<file path="src/rtl/mux_sel_arbiter.sv">
`default_nettype none
// ============================================================================
// Module   : mux_sel_arbiter
// Brief    : Two-requester round-robin arbiter that drives the select line of
//            a downstream 2:1 mux. A grant is held until its owner releases
//            its request. Handover between the two sources is direct, with
//            no idle cycle in between.
//            Optional build macro MUX_ARB_TIMEOUT_EN adds a hold-timeout:
//            once an owner has held the grant for MAX_HOLD cycles, a waiting
//            requester takes over and preempt pulses for one cycle.
// Revision : 1.0 - initial release
// ============================================================================
module mux_sel_arbiter #(
  parameter int MAX_HOLD = 8,
  parameter int CNT_W    = 4
) (
  input  logic clk,
  input  logic reset,
  input  logic req0,
  input  logic req1,
  output logic gnt0,
  output logic gnt1,
  output logic select,
  output logic valid,
  output logic preempt
);

  // Each state bit is itself a grant flop, so gnt0/gnt1 come straight from
  // registers. The unused code 2'b11 is never entered.
  localparam logic [1:0] c_st_idle = 2'b00;
  localparam logic [1:0] c_st_g0   = 2'b01;
  localparam logic [1:0] c_st_g1   = 2'b10;

  // Catch an out-of-range hold limit at elaboration time.
  if ((MAX_HOLD < 1) || (MAX_HOLD > (2 ** CNT_W) - 1)) begin : g_bad_max_hold
    $error("mux_sel_arbiter: MAX_HOLD must be in 1 .. 2**CNT_W-1");
  end

  logic [1:0] r_state;
  logic [1:0] w_state_nxt;
  logic       r_last;       // most recent owner; the tie-break favours the other one
  logic       w_last_nxt;
  logic       r_select;
  logic       w_select_nxt;
  logic       r_valid;
  logic       w_force;      // forced handover is due at the next edge

`ifdef MUX_ARB_TIMEOUT_EN
  localparam logic [CNT_W-1:0] c_max_hold = CNT_W'(MAX_HOLD);

  logic [CNT_W-1:0] r_cnt;
  logic [CNT_W-1:0] w_cnt_nxt;
  logic             r_preempt;
  logic             w_sat;

  assign w_sat   = (r_cnt == c_max_hold);
  // Only a requester that is actually waiting can take a saturated grant.
  assign w_force = w_sat && (((r_state == c_st_g0) && req1) ||
                             ((r_state == c_st_g1) && req0));

  // Hold counter: 1 on the first cycle of a grant, saturating count while the
  // same owner keeps the grant, and 0 while idle.
  always_comb begin
    w_cnt_nxt = r_cnt;
    if (w_state_nxt == c_st_idle) begin
      w_cnt_nxt = '0;
    end else if (w_state_nxt != r_state) begin
      w_cnt_nxt = CNT_W'(1);
    end else if (!w_sat) begin
      w_cnt_nxt = r_cnt + CNT_W'(1);
    end
  end

  // Counter and preempt registers; preempt marks the first cycle of a forced grant.
  always_ff @(posedge clk) begin
    if (reset) begin
      r_cnt     <= '0;
      r_preempt <= 1'b0;
    end else begin
      r_cnt     <= w_cnt_nxt;
      r_preempt <= w_force;
    end
  end
`else
  assign w_force = 1'b0;
`endif

  // State register.
  always_ff @(posedge clk) begin
    if (reset) begin
      r_state <= c_st_idle;
    end else begin
      r_state <= w_state_nxt;
    end
  end

  // Next-state logic: round-robin on ties, hold until release (or timeout).
  always_comb begin
    w_state_nxt = r_state;
    w_last_nxt  = r_last;
    case (r_state)
      c_st_idle: begin
        if (req0 && req1) begin
          w_state_nxt = r_last ? c_st_g0 : c_st_g1;
        end else if (req0) begin
          w_state_nxt = c_st_g0;
        end else if (req1) begin
          w_state_nxt = c_st_g1;
        end
      end
      c_st_g0: begin
        if (!req0 || w_force) begin
          w_last_nxt  = 1'b0;
          w_state_nxt = req1 ? c_st_g1 : c_st_idle;
        end
      end
      c_st_g1: begin
        if (!req1 || w_force) begin
          w_last_nxt  = 1'b1;
          w_state_nxt = req0 ? c_st_g0 : c_st_idle;
        end
      end
      default: begin
        w_state_nxt = c_st_idle;
      end
    endcase
  end

  // Select follows the next owner. While idle it keeps its previous value so
  // the mux path does not toggle.
  always_comb begin
    w_select_nxt = r_select;
    if (w_state_nxt == c_st_g0) begin
      w_select_nxt = 1'b0;
    end else if (w_state_nxt == c_st_g1) begin
      w_select_nxt = 1'b1;
    end
  end

  // Registered round-robin memory, select and valid.
  always_ff @(posedge clk) begin
    if (reset) begin
      r_last   <= 1'b1;
      r_select <= 1'b0;
      r_valid  <= 1'b0;
    end else begin
      r_last   <= w_last_nxt;
      r_select <= w_select_nxt;
      r_valid  <= (w_state_nxt != c_st_idle);
    end
  end

  // Output decode: every output is taken directly from a flop.
  always_comb begin
    gnt0   = r_state[0];
    gnt1   = r_state[1];
    select = r_select;
    valid  = r_valid;
`ifdef MUX_ARB_TIMEOUT_EN
    preempt = r_preempt;
`else
    preempt = 1'b0;
`endif
  end

endmodule
`default_nettype wire

</file>
<file path="config.mk">
export PLATFORM = sky130hd
export DESIGN_NAME = mux_sel_arbiter
export DESIGN_NICKNAME = d
export VERILOG_FILES = /design/src/rtl/mux_sel_arbiter.sv
export SDC_FILE = /design/constraint.sdc
export NUM_CORES = 1
export LEC_CHECK = 0
export BUFFER_PORTS_ARGS = -buffer_cell sky130_fd_sc_hd__buf_2
export CAP_MARGIN = 5
export CORE_AREA = 8 8 45 47
export DETAILED_ROUTE_END_ITERATION = 16
export DIE_AREA = 0 0 53 55
export SKIP_CTS_REPAIR_TIMING = 1
export SLEW_MARGIN = 20
export SYNTH_ARGS = -nofsm -noshare
export SYNTH_HDL_FRONTEND = slang
export SYNTH_SLANG_ARGS = --single-unit
export TNS_END_PERCENT = 5
</file>
<file path="constraint.sdc">
create_clock -name clk -period 2.1 [get_ports clk]
set_input_delay 0.21 -clock clk [delete_from_list [all_inputs] [get_ports clk]]
set_output_delay 0.21 -clock clk [all_outputs]
set_load 0.02 [all_outputs]
</file>
# Yosys cells after proc, flatten, opt, wreduce, memory -nomap -nowiden
# Cells that the tools add are included.
# totals
regBits,5
out_inout_bits,5
# classes
eq_ne,6
muxes,12
reduce_logical,6
# ops
cell,count
two-way mux 2 bit,7
one-hot mux 2 bit (3 select lines),1
"== test 2 x 1 -> 1 bit, second input constant",2
"== test 2 bit, second input constant",2
"inequality test 2 bit, second input constant",2
nonzero test 2 bit,2
two-way mux 1 bit,3
AND reduction 3 bit,1
zero test 2 bit,1
one-hot mux 1 bit (2 select lines),1
OR reduction 2 bit,1
logical AND 1 bit,1

# Longest topological paths before layout
# logic_depth
ltp_word,6
ltp_mapped,3
mapped_depth_nobuf,3

# Least setup slack after synthesis
# OpenSTA, ideal clock, no wires.
# synth_path
kind,reg2reg
startpoint,reg r_state[1]
endpoint,reg r_select (netlist: select)
setup_time_ns,0.095
arrival_ns,0.979
path_slack_ns,1.025
path_stages_with_launch,4
period_less_slack_ns,1.075
path_cell_list,dfxtp_1 > nand2b_1 > a31oi_1 > a221oi_1
# synth_between
elab_chain_cells,6
word_cells_on_any_way,12
classes_between,4 x eq/ne; 6 x mux; 2 x reduce/logical
# synth_rtl
element,line,source
from (decl),39,logic [1:0] r_state;
from (signal assigned),91,r_state <= c_st_idle;
from (signal assigned),93,r_state <= w_state_nxt;
two-way mux 2 bit,107,end else if (req1) begin
two-way mux 2 bit,105,end else if (req0) begin
two-way mux 2 bit,103,if (req0 && req1) begin
one-hot mux 2 bit (3 select lines) (*),101,case (r_state)
== test 2 x 1 -> 1 bit,133,if (w_state_nxt == c_st_g0) begin
OR reduction 2 bit (no source line),--,
to (signal assigned),148,r_select <= w_select_nxt;
to (decl),43,logic r_select;
# Mark *: on every way between the ends. The rest lies on a longest branch, timed or not.
# A chain may end at the register's enable or synchronous reset.

# Worst setup path after layout
# layout_path
startpoint,reg r_state[0]
endpoint,out gnt0
# layout_rtl
element,line,source
to (decl),21,"output logic gnt0,"
# No word-level cell between the ends.

==> summary.md <==
| Metric | Value |
|---|---|
| Antenna violations before repair | `0` |
| Drt total wl | `455 um` |
| Syn Area/Cell | `8.91 um2` |
| Reg2reg start | `r_state[1]` |
| CTS tree | `done` |
| Number of port buffers | `7` |
| Clock Tree Buf Depth | `2` |
| Max cap viols | `0` |
| Area post-placement | `roughly 260 um2` |
| Seq cells post-synth | `5` |
| Clk network pwr share | `between 40% and 50%` |
| Period minus WS final | `1.08 ns` |
| Drt drc | `0` |
| Die area | `2920 um2` |
| Flop2flop setup slack | `approximately 1.1 ns` |
| Sw frac | `25.7%` |
| First-pass GRT wire length | `717 um` |
| Hold crit path type | `in2reg` |
| Setup TNS | `0 ns` |
| Fin nets | `39` |
| Max incr delay on CP | `0.43 ns` |
| DRT antenna net count | `0` |
| Fillers | `149` |
| H-tree levels | `1` |
| Final setup fails | `0` |
| Met2 routed wirelength | `178 um` |
| P_int | `0.190 mW` |
| Gate power share | `14.6%` |
| RSZ-0062 raised after global routing | `false` |
| Worst setup SP type | `flip-flop` |
| Sw Pwr | `0.0659 mW` |
| All-Layer GR Usage | `3.61%` |
| CTS sink cnt | `5` |
| WL met1 | `241 um` |
| CTS Buf Count | `3` |
| Synthesized area | `around 210 um2` |
| Final Skew | `approximately 0.00019 ns` |
| Crit path max-delay cell type | `dfxtp_1` |
| Initial core utilization | `between 10% and 20%` |
| Synthesis Warnings | `0` |
| Final-report hold violation count | `0` |
| Max Freq | `923 MHz` |
| Die height | `~55 um` |
| Met3 WL | `35 um` |
| Fin. max-slew vios | `0` |
| Clock insertion delay at the later pin of the skew report | `0.23 ns` |
| Post-Syn Instances | `24` |
| Pwr dens | `891 nW/um2` |
| CP delay by family, top | `flip-flops` |
| Core Area | `1380 um2` |
| Area grow syn2layout | `34.5%` |
| DR vias/cell | `3.78` |
| Critical path capture point type | `output pin` |
| Design area | `288 um2` |
| Status | `finished, final reports clean` |
| Setup CP Type | `reg2out` |
| Placed cells | `46` |
| GPL Wtd Cong | `between 0.6 and 0.7` |
| Crit share post-route | `around half` |
| FF/Latch Area | `around 100 um2` |
| Overflow after GRT | `0` |
| CTS clk-pin slew, worst paths | `0.04 ns` |
| Register share of total power | `about 43%` |
| Area of the multi-input gates | `98.8 um2` |
| Antenna cells | `0` |
| CP max FO | `7` |
| WP buf/inv | `1` |
| Highest metal layer with signal wires | `met3` |
| # rows | `14` |
| Seq/Total Area, Yosys | `~47%` |
| Vias in the first global route | `186` |
| I/O Pins | `9` |
| Syn Nets | `28` |
| Worst endpoint required time | `~1.9 ns` |
| Share of cells above drive strength 1 | `32.4%` |
| Distinct cells, synth | `14` |
| DR vias | `189` |
| Drt wl/cell | `around 9.1 um` |
| Root Buffer Master | `clkbuf_4` |
| Die Width | `53 um` |
| Hold Startpoint | `reset` |
| Drt pass-1 iters | `3` |
| Final std cells w/o fill | `50` |
| Crit-path cells | `buf_2` |
| Critical path arrival | `roughly 0.87 ns` |
| Leak | `0.133 nW` |
| 1st-iter DRT viols | `1` |
| Largest net degree at the start of global routing | `8` |
| Worst Setup SP | `r_state[0]` |
| Peak supply drop | `0.255 mV` |
[cell families after synthesis]
kind of cell,after synthesis,synth area share (%)
simple gates,9,24.6
compound gates,6,19.9
flops,5,46.8
buf+inv,3,7.02
other cells,1,1.75
[power groups by stage]
stage / Clock (mW) / Combinational [mW] / Sequential (mW)
2_1_floorplan: 0 / 0.0186 / 0.118
3_3_place_gp: 0 / 0.0384 / 0.112
3_5_place_dp: 0 / 0.0381 / 0.112
4_1_cts: 0.112 / 0.0382 / 0.110
5_1_grt: 0.122 / 0.0413 / 0.112
6_report: 0.109 / 0.0375 / 0.110
[worst paths after layout]
path,depth (start not counted),to
max,1,gnt0
min,2,valid
min reg2reg,2,select
max reg2reg,3,select
[sequential cells by signal, summed over array words and instances, names as in the netlist]
signal / flops
r_state: 2
r_last: 1
select: 1
valid: 1
[stage by stage]
step	hold WS, ns	utilization [%]	power, mW	setup WS (ns)
global placement	0.435	18.9	0.150	1.09
floorplan	0.282	-	0.137	1.03
detailed placement	0.439	18.9	0.150	1.07
finish	0.198	20.8	0.256	1.02
CTS	0.190	20.8	0.260	1.01
global route	0.197	20.8	0.275	0.959
[layout make-up]
| type | count | area share (%) |
|---|---|---|
| repair buffers | 7 | 12.2 |
| flip-flops and latches | 5 | 34.8 |
| clock buffers | 4 | 9.13 |
| well taps | 16 | 6.96 |
| multi-input cells | 16 | 34.3 |
| inverters | 2 | 2.61 |
[per-layer routing]
metal / vias up / GRT usage (%)
li1: 102 / -
met1: 81 / 4.26
met2: 6 / 3.71
met3: 0 / 2.67
met4: 0 / 3.88
met5: - / 0
[cells in the final DEF, fill, tap and decap left out, types with 2 or more instances in the layout]
master    instances
clkbuf_4          3
inv_1             2
nand2b_1          2
dfxtp_1           5
nor2_1            5
buf_2             7
[cells in the mapped netlist]
master | count | area [um2]
a21oi_1 | 1 | 5.00
a221oi_1 | 1 | 8.76
a31oi_1 | 1 | 6.26
and3b_1 | 1 | 8.76
buf_4 | 1 | 7.51
conb_1 | 1 | 3.75
dfxtp_1 | 5 | 100
inv_1 | 2 | 7.51
nand2b_1 | 2 | 12.5
nor2_1 | 5 | 18.8
nor3b_2 | 1 | 12.5
o21bai_1 | 1 | 7.51
o22ai_1 | 1 | 6.26
o2bb2ai_1 | 1 | 8.76
Note: power is estimated with default switching activity, not from simulation.
